[src/rtl/muldiv_ctrl.sv]
`default_nettype none
// ----------------------------------------------------------------------------
// muldiv_ctrl: multi-cycle MULTU/DIVU sequencer that borrows the shared 32-bit ALU
// one step per granted cycle. Define MULDIV_SIGNED_EN to add signed MULT/DIV.
// Rev 1.0
// ----------------------------------------------------------------------------
module muldiv_ctrl #(
  parameter int XLEN  = 32,
  parameter int CNT_W = 6
) (
  input  logic            clk,
  input  logic            reset,
  input  logic            start,
  input  logic [1:0]      op,
  input  logic [XLEN-1:0] src_a,
  input  logic [XLEN-1:0] src_b,
  output logic            ready,
  output logic            done,
  output logic            div_zero,
  output logic [XLEN-1:0] hi,
  output logic [XLEN-1:0] lo,
  output logic            alu_req,
  input  logic            alu_gnt,
  output logic [XLEN-1:0] alu_a,
  output logic [XLEN-1:0] alu_b,
  output logic [2:0]      alu_control,
  input  logic [XLEN-1:0] alu_result
);

  localparam logic [2:0]       ALU_ADD   = 3'b010;
  localparam logic [2:0]       ALU_SUB   = 3'b110;
  localparam logic [CNT_W-1:0] LAST_ITER = CNT_W'(XLEN - 1);

`ifdef MULDIV_SIGNED_EN
  typedef enum logic [1:0] {S_IDLE = 2'd0, S_ITER = 2'd1, S_DONE = 2'd2, S_SIGN = 2'd3} state_t;
`else
  typedef enum logic [1:0] {S_IDLE = 2'd0, S_ITER = 2'd1, S_DONE = 2'd2} state_t;
`endif

  state_t           state_q, state_d;
  logic [CNT_W-1:0] count_q, count_d;
  logic [XLEN-1:0]  hi_q, hi_d;
  logic [XLEN-1:0]  lo_q, lo_d;
  logic [XLEN-1:0]  opnd_q, opnd_d;
  logic             is_div_q, is_div_d;
  logic             dz_q, dz_d;

  logic [XLEN-1:0]  a_in, b_in;
  logic [XLEN-1:0]  div_r;
  logic             mul_carry;

`ifdef MULDIV_SIGNED_EN
  logic sgn_q, sgn_d;
  logic neg_q, neg_d;
  logic neg_hi_q, neg_hi_d;

  // Signed ops iterate on magnitudes; signs are restored in S_SIGN.
  assign a_in = (op[1] & src_a[XLEN-1]) ? -src_a : src_a;
  assign b_in = (op[1] & src_b[XLEN-1]) ? -src_b : src_b;
`else
  logic unused_op_sign;

  assign unused_op_sign = op[1];
  assign a_in           = src_a;
  assign b_in           = src_b;
`endif

  assign div_r     = {hi_q[XLEN-2:0], lo_q[XLEN-1]};
  assign mul_carry = (alu_result < hi_q);

  always_comb begin
    state_d     = state_q;
    count_d     = count_q;
    hi_d        = hi_q;
    lo_d        = lo_q;
    opnd_d      = opnd_q;
    is_div_d    = is_div_q;
    dz_d        = dz_q;
    alu_req     = 1'b0;
    alu_a       = '0;
    alu_b       = '0;
    alu_control = 3'b000;
`ifdef MULDIV_SIGNED_EN
    sgn_d       = sgn_q;
    neg_d       = neg_q;
    neg_hi_d    = neg_hi_q;
`endif

    case (state_q)
      S_IDLE: begin
        if (start) begin
          state_d  = S_ITER;
          count_d  = '0;
          hi_d     = '0;
          is_div_d = op[0];
          dz_d     = op[0] & (src_b == '0);
          lo_d     = op[0] ? a_in : b_in;
          opnd_d   = op[0] ? b_in : a_in;
`ifdef MULDIV_SIGNED_EN
          sgn_d    = op[1];
          neg_d    = op[1] & (src_a[XLEN-1] ^ src_b[XLEN-1]);
          neg_hi_d = op[1] & src_a[XLEN-1];
`endif
        end
      end

      S_ITER: begin
        alu_req = 1'b1;
        if (is_div_q) begin
          alu_a       = div_r;
          alu_b       = opnd_q;
          alu_control = ALU_SUB;
        end else begin
          alu_a       = hi_q;
          alu_b       = lo_q[0] ? opnd_q : '0;
          alu_control = ALU_ADD;
        end

        if (alu_gnt) begin
          count_d = count_q + 1'b1;
          if (is_div_q) begin
            // Shifted-out bit set means the partial remainder already exceeds 2^32,
            // so the wrapped subtract result is the true remainder.
            if (hi_q[XLEN-1] | (div_r >= opnd_q)) begin
              hi_d = alu_result;
              lo_d = {lo_q[XLEN-2:0], 1'b1};
            end else begin
              hi_d = div_r;
              lo_d = {lo_q[XLEN-2:0], 1'b0};
            end
          end else begin
            hi_d = {mul_carry, alu_result[XLEN-1:1]};
            lo_d = {alu_result[0], lo_q[XLEN-1:1]};
          end

          if (count_q == LAST_ITER) begin
`ifdef MULDIV_SIGNED_EN
            state_d = sgn_q ? S_SIGN : S_DONE;
`else
            state_d = S_DONE;
`endif
          end
        end
      end

`ifdef MULDIV_SIGNED_EN
      S_SIGN: begin
        state_d = S_DONE;
        if (!is_div_q) begin
          if (neg_q) {hi_d, lo_d} = -{hi_q, lo_q};
        end else begin
          // On divide-by-zero only hi is re-signed, giving back the original dividend.
          if (neg_q && !dz_q) lo_d = -lo_q;
          if (neg_hi_q)       hi_d = -hi_q;
        end
      end
`endif

      S_DONE: state_d = S_IDLE;

      default: state_d = S_IDLE;
    endcase
  end

  always_ff @(posedge clk or posedge reset) begin
    if (reset) begin
      state_q  <= S_IDLE;
      count_q  <= '0;
      hi_q     <= '0;
      lo_q     <= '0;
      opnd_q   <= '0;
      is_div_q <= 1'b0;
      dz_q     <= 1'b0;
    end else begin
      state_q  <= state_d;
      count_q  <= count_d;
      hi_q     <= hi_d;
      lo_q     <= lo_d;
      opnd_q   <= opnd_d;
      is_div_q <= is_div_d;
      dz_q     <= dz_d;
    end
  end

`ifdef MULDIV_SIGNED_EN
  always_ff @(posedge clk or posedge reset) begin
    if (reset) begin
      sgn_q    <= 1'b0;
      neg_q    <= 1'b0;
      neg_hi_q <= 1'b0;
    end else begin
      sgn_q    <= sgn_d;
      neg_q    <= neg_d;
      neg_hi_q <= neg_hi_d;
    end
  end
`endif

  assign ready    = (state_q == S_IDLE);
  assign done     = (state_q == S_DONE);
  assign div_zero = dz_q;
  assign hi       = hi_q;
  assign lo       = lo_q;

endmodule
`default_nettype wire
[config.mk]
export PLATFORM = sky130hd
export DESIGN_NAME = muldiv_ctrl
export DESIGN_NICKNAME = d
export VERILOG_FILES = /design/src/rtl/muldiv_ctrl.sv
export SDC_FILE = /design/constraint.sdc
export NUM_CORES = 1
export LEC_CHECK = 0
export CORE_MARGIN = 2
export CORE_UTILIZATION = 45
export CTS_CLUSTER_DIAMETER = 200
export DETAILED_ROUTE_END_ITERATION = 6
export MAX_ROUTING_LAYER = met4
export PLACE_DENSITY = 0.78
export SLEW_MARGIN = 20
export SYNTH_ARGS = -nofsm -noshare
export SYNTH_HDL_FRONTEND = slang
export SYNTH_SLANG_ARGS = --single-unit
[constraint.sdc]
create_clock -name clk -period 8.3 [get_ports clk]
set_input_delay 1.245 -clock clk [delete_from_list [all_inputs] [get_ports clk]]
set_output_delay 1.245 -clock clk [all_outputs]
set_load 0.02 [all_outputs]
==> metrics.md <==
| Metric | Value |
|---|---|
| Period utilisation layout | `0.567` |
| Post-CTS sizing | `0` |
| Worst hold path startpoint | `opnd_q[8]` |
| FP Rows | `48` |
| Mean Syn Cell Area | `roughly 8.6 sq um` |
| Overall power | `4.50 mW` |
| Relative slew slack | `0.310` |
| Async set-or-reset flop fraction in the synthesized netlist | `1.00` |
| WP data required | `around 7 ns` |
| Reg2Reg Setup Slack | `roughly 4.2 ns` |
| Final setup TNS | `0 ns` |
| Hold Crit Class | `reg -> reg` |
| Post-synthesis register bit count | `~110` |
| Top_reg_cell synth | `dfrtp_1` |
| CTS tree | `yes` |
| I/O pins | `between 200 and 250` |
| Number of synthesized flops with an enable pin | `0` |
| Layout cells sized above 1 | `0.0570` |
| Worst Path Max Fanout | `81` |
| Total gr overflow | `0` |
| Post-route ant nets | `0` |
| Post-CTS Hold Buffers | `0` |
| Die height | `~140 um` |
| GPL Wtd Cong | `around 0.85` |
| Clk_lat worst skew | `~0.36 ns` |
| P&R area growth vs syn | `34.0%` |
| Synth cell types | `47` |
| Initial antenna violation count | `0` |
| Overall Global Routing Usage | `0.263` |
| Routed vias | `roughly 7500` |
| Inserted Diodes | `0` |
| Final setup fails | `0` |
| DIE AREA | `18800 sq um` |
| Tmin final | `~4.7 ns` |
| Startpoint Class | `register` |
| DP Worst Slack | `~4.0 ns` |
| Switch Pwr | `2.20 mW` |
| RSZ-0062 raised after global routing | `false` |
| Pre-antenna DRT Iters | `5` |
| Clock H-tree levels | `3` |
| Outcome | `finished clean` |
| Comb pwr share | `0.664` |
| DP Cell Count | `1331` |
| Sw Ratio | `0.489` |
| Internal Power | `between 2 and 2.5 mW` |
| Mapped Nets | `about 1100` |
| Final #Nets | `approximately 1300` |
| Worst setup EP type | `output port` |
| Clk_skew | `roughly 0.014 ns` |
| Worst reg2reg path depth | `6` |
| Min-Delay Endpoint | `opnd_q[8]` |
| Post-route cell area | `10700 sq um` |
| Residual DRC | `0` |
| Critical path type | `reg -> out` |
| Max-cap check violation count | `0` |
| Crit path DAT | `about 3.5 ns` |
| CTS root buf | `clkbuf_16` |
| Pins Over Slew Limit | `0` |
| DP Wirelength | `~18000 um` |
| Depth of the worst hold-timing path | `2` |
| Core area | `roughly 17000 sq um` |
| Die X | `between 100 and 150 um` |
| RR Startpoint | `state_q[0]` |
| Sequential Power Share | `0.241` |
| Worst setup margin | `~3.6 ns` |
| Clk sink count | `around 110` |
| Filler instances | `~1500` |
| Slew of the pin with the lowest slew margin | `a little over 1 ns` |
| Mapped cell area | `about 8000 sq um` |
| Cts bufs inserted | `9` |
| Clk pwr share | `0.095` |
| CTS clk-pin slew, worst paths | `0.08 ns` |
| Routed WL per cell | `17.8 um` |
| Worst vdd ir | `between 0.2 and 0.25 mV` |
| Pin count of the biggest net entering global routing | `82` |
| Sequential share of the synthesized area | `0.333` |
| F_max | `between 0.2 and 0.25 GHz` |
| Starting DRT DRC Count | `between 400 and 500` |
| Initial Utilization | `0.461` |
| Fin cells | `about 1300` |
| Placed inst area | `around 10000 sq um` |
| Final hold slack | `just under 0.5 ns` |
| Buffer depth of the longest clock path | `2` |
| Pleak | `roughly 4.6 nW` |
| First-pass GRT wire length | `37000 um` |
| Number of post-CTS setup repair buffers | `0` |
| Reg-to-Reg End | `lo[2]` |
| Vias/cell | `approximately 5.5` |
| PwrDens | `between 400 and 500 nW/um^2` |
| IO Port Bufs | `roughly 230` |
| YS warnings | `0` |
| Layout Utilization | `0.617` |
| Final Hold Fails | `0` |
| Crit. Startpoint | `state_q[0]` |
| Synth Instances | `between 900 and 1000` |
| Vias in the first global route | `~7000` |
| Final wirelength | `24000 um` |
==> cells in the final DEF, fill, tap and decap left out, types with 2 or more instances in the layout <==
cell type	Yosys	final
nor2_2	0	2
and2_1	3	3
nand3_1	11	11
inv_1	65	64
a21oi_4	1	2
clkdlybuf4s50_1	0	233
nor2b_1	3	3
mux2_2	29	29
mux2i_1	130	130
xor2_1	2	2
a21o_1	8	8
nand2_1	92	91
inv_8	0	2
nor2_1	76	74
clkinvlp_4	0	2
dfrtp_1	106	105
or4_1	2	2
a21oi_1	53	52
buf_4	2	10
clkbuf_16	0	9
nor3_1	35	35
nor4_1	8	8
ha_1	64	64
o21ai_1	31	31
a22oi_1	31	31
o21ai_0	79	79
a211oi_1	2	2
nand4_1	11	11
==> cells by family (layout without fill, tap and decap cells) <==
kind of cell | Yosys count | count (layout) | synth area share
buffers and inverters | 126 | 325 | 0.0674
adder cells (fa/ha/maj) | 64 | 64 | 0.101
AND/OR/NAND/NOR | 248 | 248 | 0.136
AO/OA/AOI/OAI | 216 | 216 | 0.155
flip-flops | 106 | 106 | 0.333
multiplexers | 159 | 159 | 0.204
XOR/XNOR | 3 | 3 | 0.00330
other | 1 | 1 | 0.000471
==> worst max-delay path, cell delays in order (launching register included) <==
cell             delay (ns)
dfrtp_1                0.42
nand2b_4               0.44
buf_4                  0.72
clkinv_1               0.57
and2_1                 0.32
clkdlybuf4s50_1        0.53
==> worst max path at each step <==
stage / slack, ns / endpoint
after CTS: 3.62 / alu_control[2]
after global placement: 4.05 / alu_control[2]
after floorplan: 4.27 / count_q[0]
after global routing: 3.42 / alu_control[2]
final: 3.59 / alu_control[2]
after detailed placement: 4.02 / alu_control[2]
==> registers in the layout, indices dropped and copies added (netlist names) <==
signal / cells
count_q: 6
lo: 32
div_zero: 1
opnd_q: 32
hi: 32
state_q: 2
is_div_q: 1
==> power groups by stage <==
stage	registers, mW	logic (mW)	clock network (mW)
after detailed placement	1.09	3.00	0
after global routing	1.13	3.27	0.454
after global placement	1.08	2.93	0
after CTS	1.08	3.01	0.434
after floorplan	1.10	1.85	0
final	1.09	2.98	0.427
==> per-layer routing <==
layer,vias to the layer above,wire [um],global-route usage
met5,-,0,-
met3,21,1720,0.0404
met2,260,10800,0.403
met1,3531,11100,0.360
met4,0,395,0.0750
li1,3655,-,-
==> area by class of cell <==
cell class                 count  area (sq um)  share of cell area
clock inverter                 6          51.3             0.00480
clock buffer                  10           229              0.0214
multi-input combinational    691          4800               0.450
sequential                   106          2660               0.249
timing repair buffer         243          2410               0.225
tap                          225           282              0.0264
inverter                      66           250              0.0234
==> synth_stat cells, types with 2 or more instances <==
library cell	n	area share
a211oi_1	2	0.0019
a21o_1	8	0.0075
a21oi_1	53	0.033
a22oi_1	31	0.029
and2_1	3	0.0024
buf_1	4	0.0019
buf_12	3	0.0075
buf_2	6	0.0038
buf_4	2	0.0019
clkbuf_1	45	0.021
dfrtp_1	106	0.33
ha_1	64	0.10
inv_1	65	0.031
mux2_2	29	0.041
mux2i_1	130	0.16
nand2_1	92	0.043
nand2b_1	2	0.0016
nand3_1	11	0.0069
nand4_1	11	0.0086
nor2_1	76	0.036
nor2b_1	3	0.0024
nor3_1	35	0.022
nor4_1	8	0.0063
o21ai_0	79	0.050
o21ai_1	31	0.019
or4_1	2	0.0019
xor2_1	2	0.0022
Note: power is estimated with default switching activity, not from simulation.
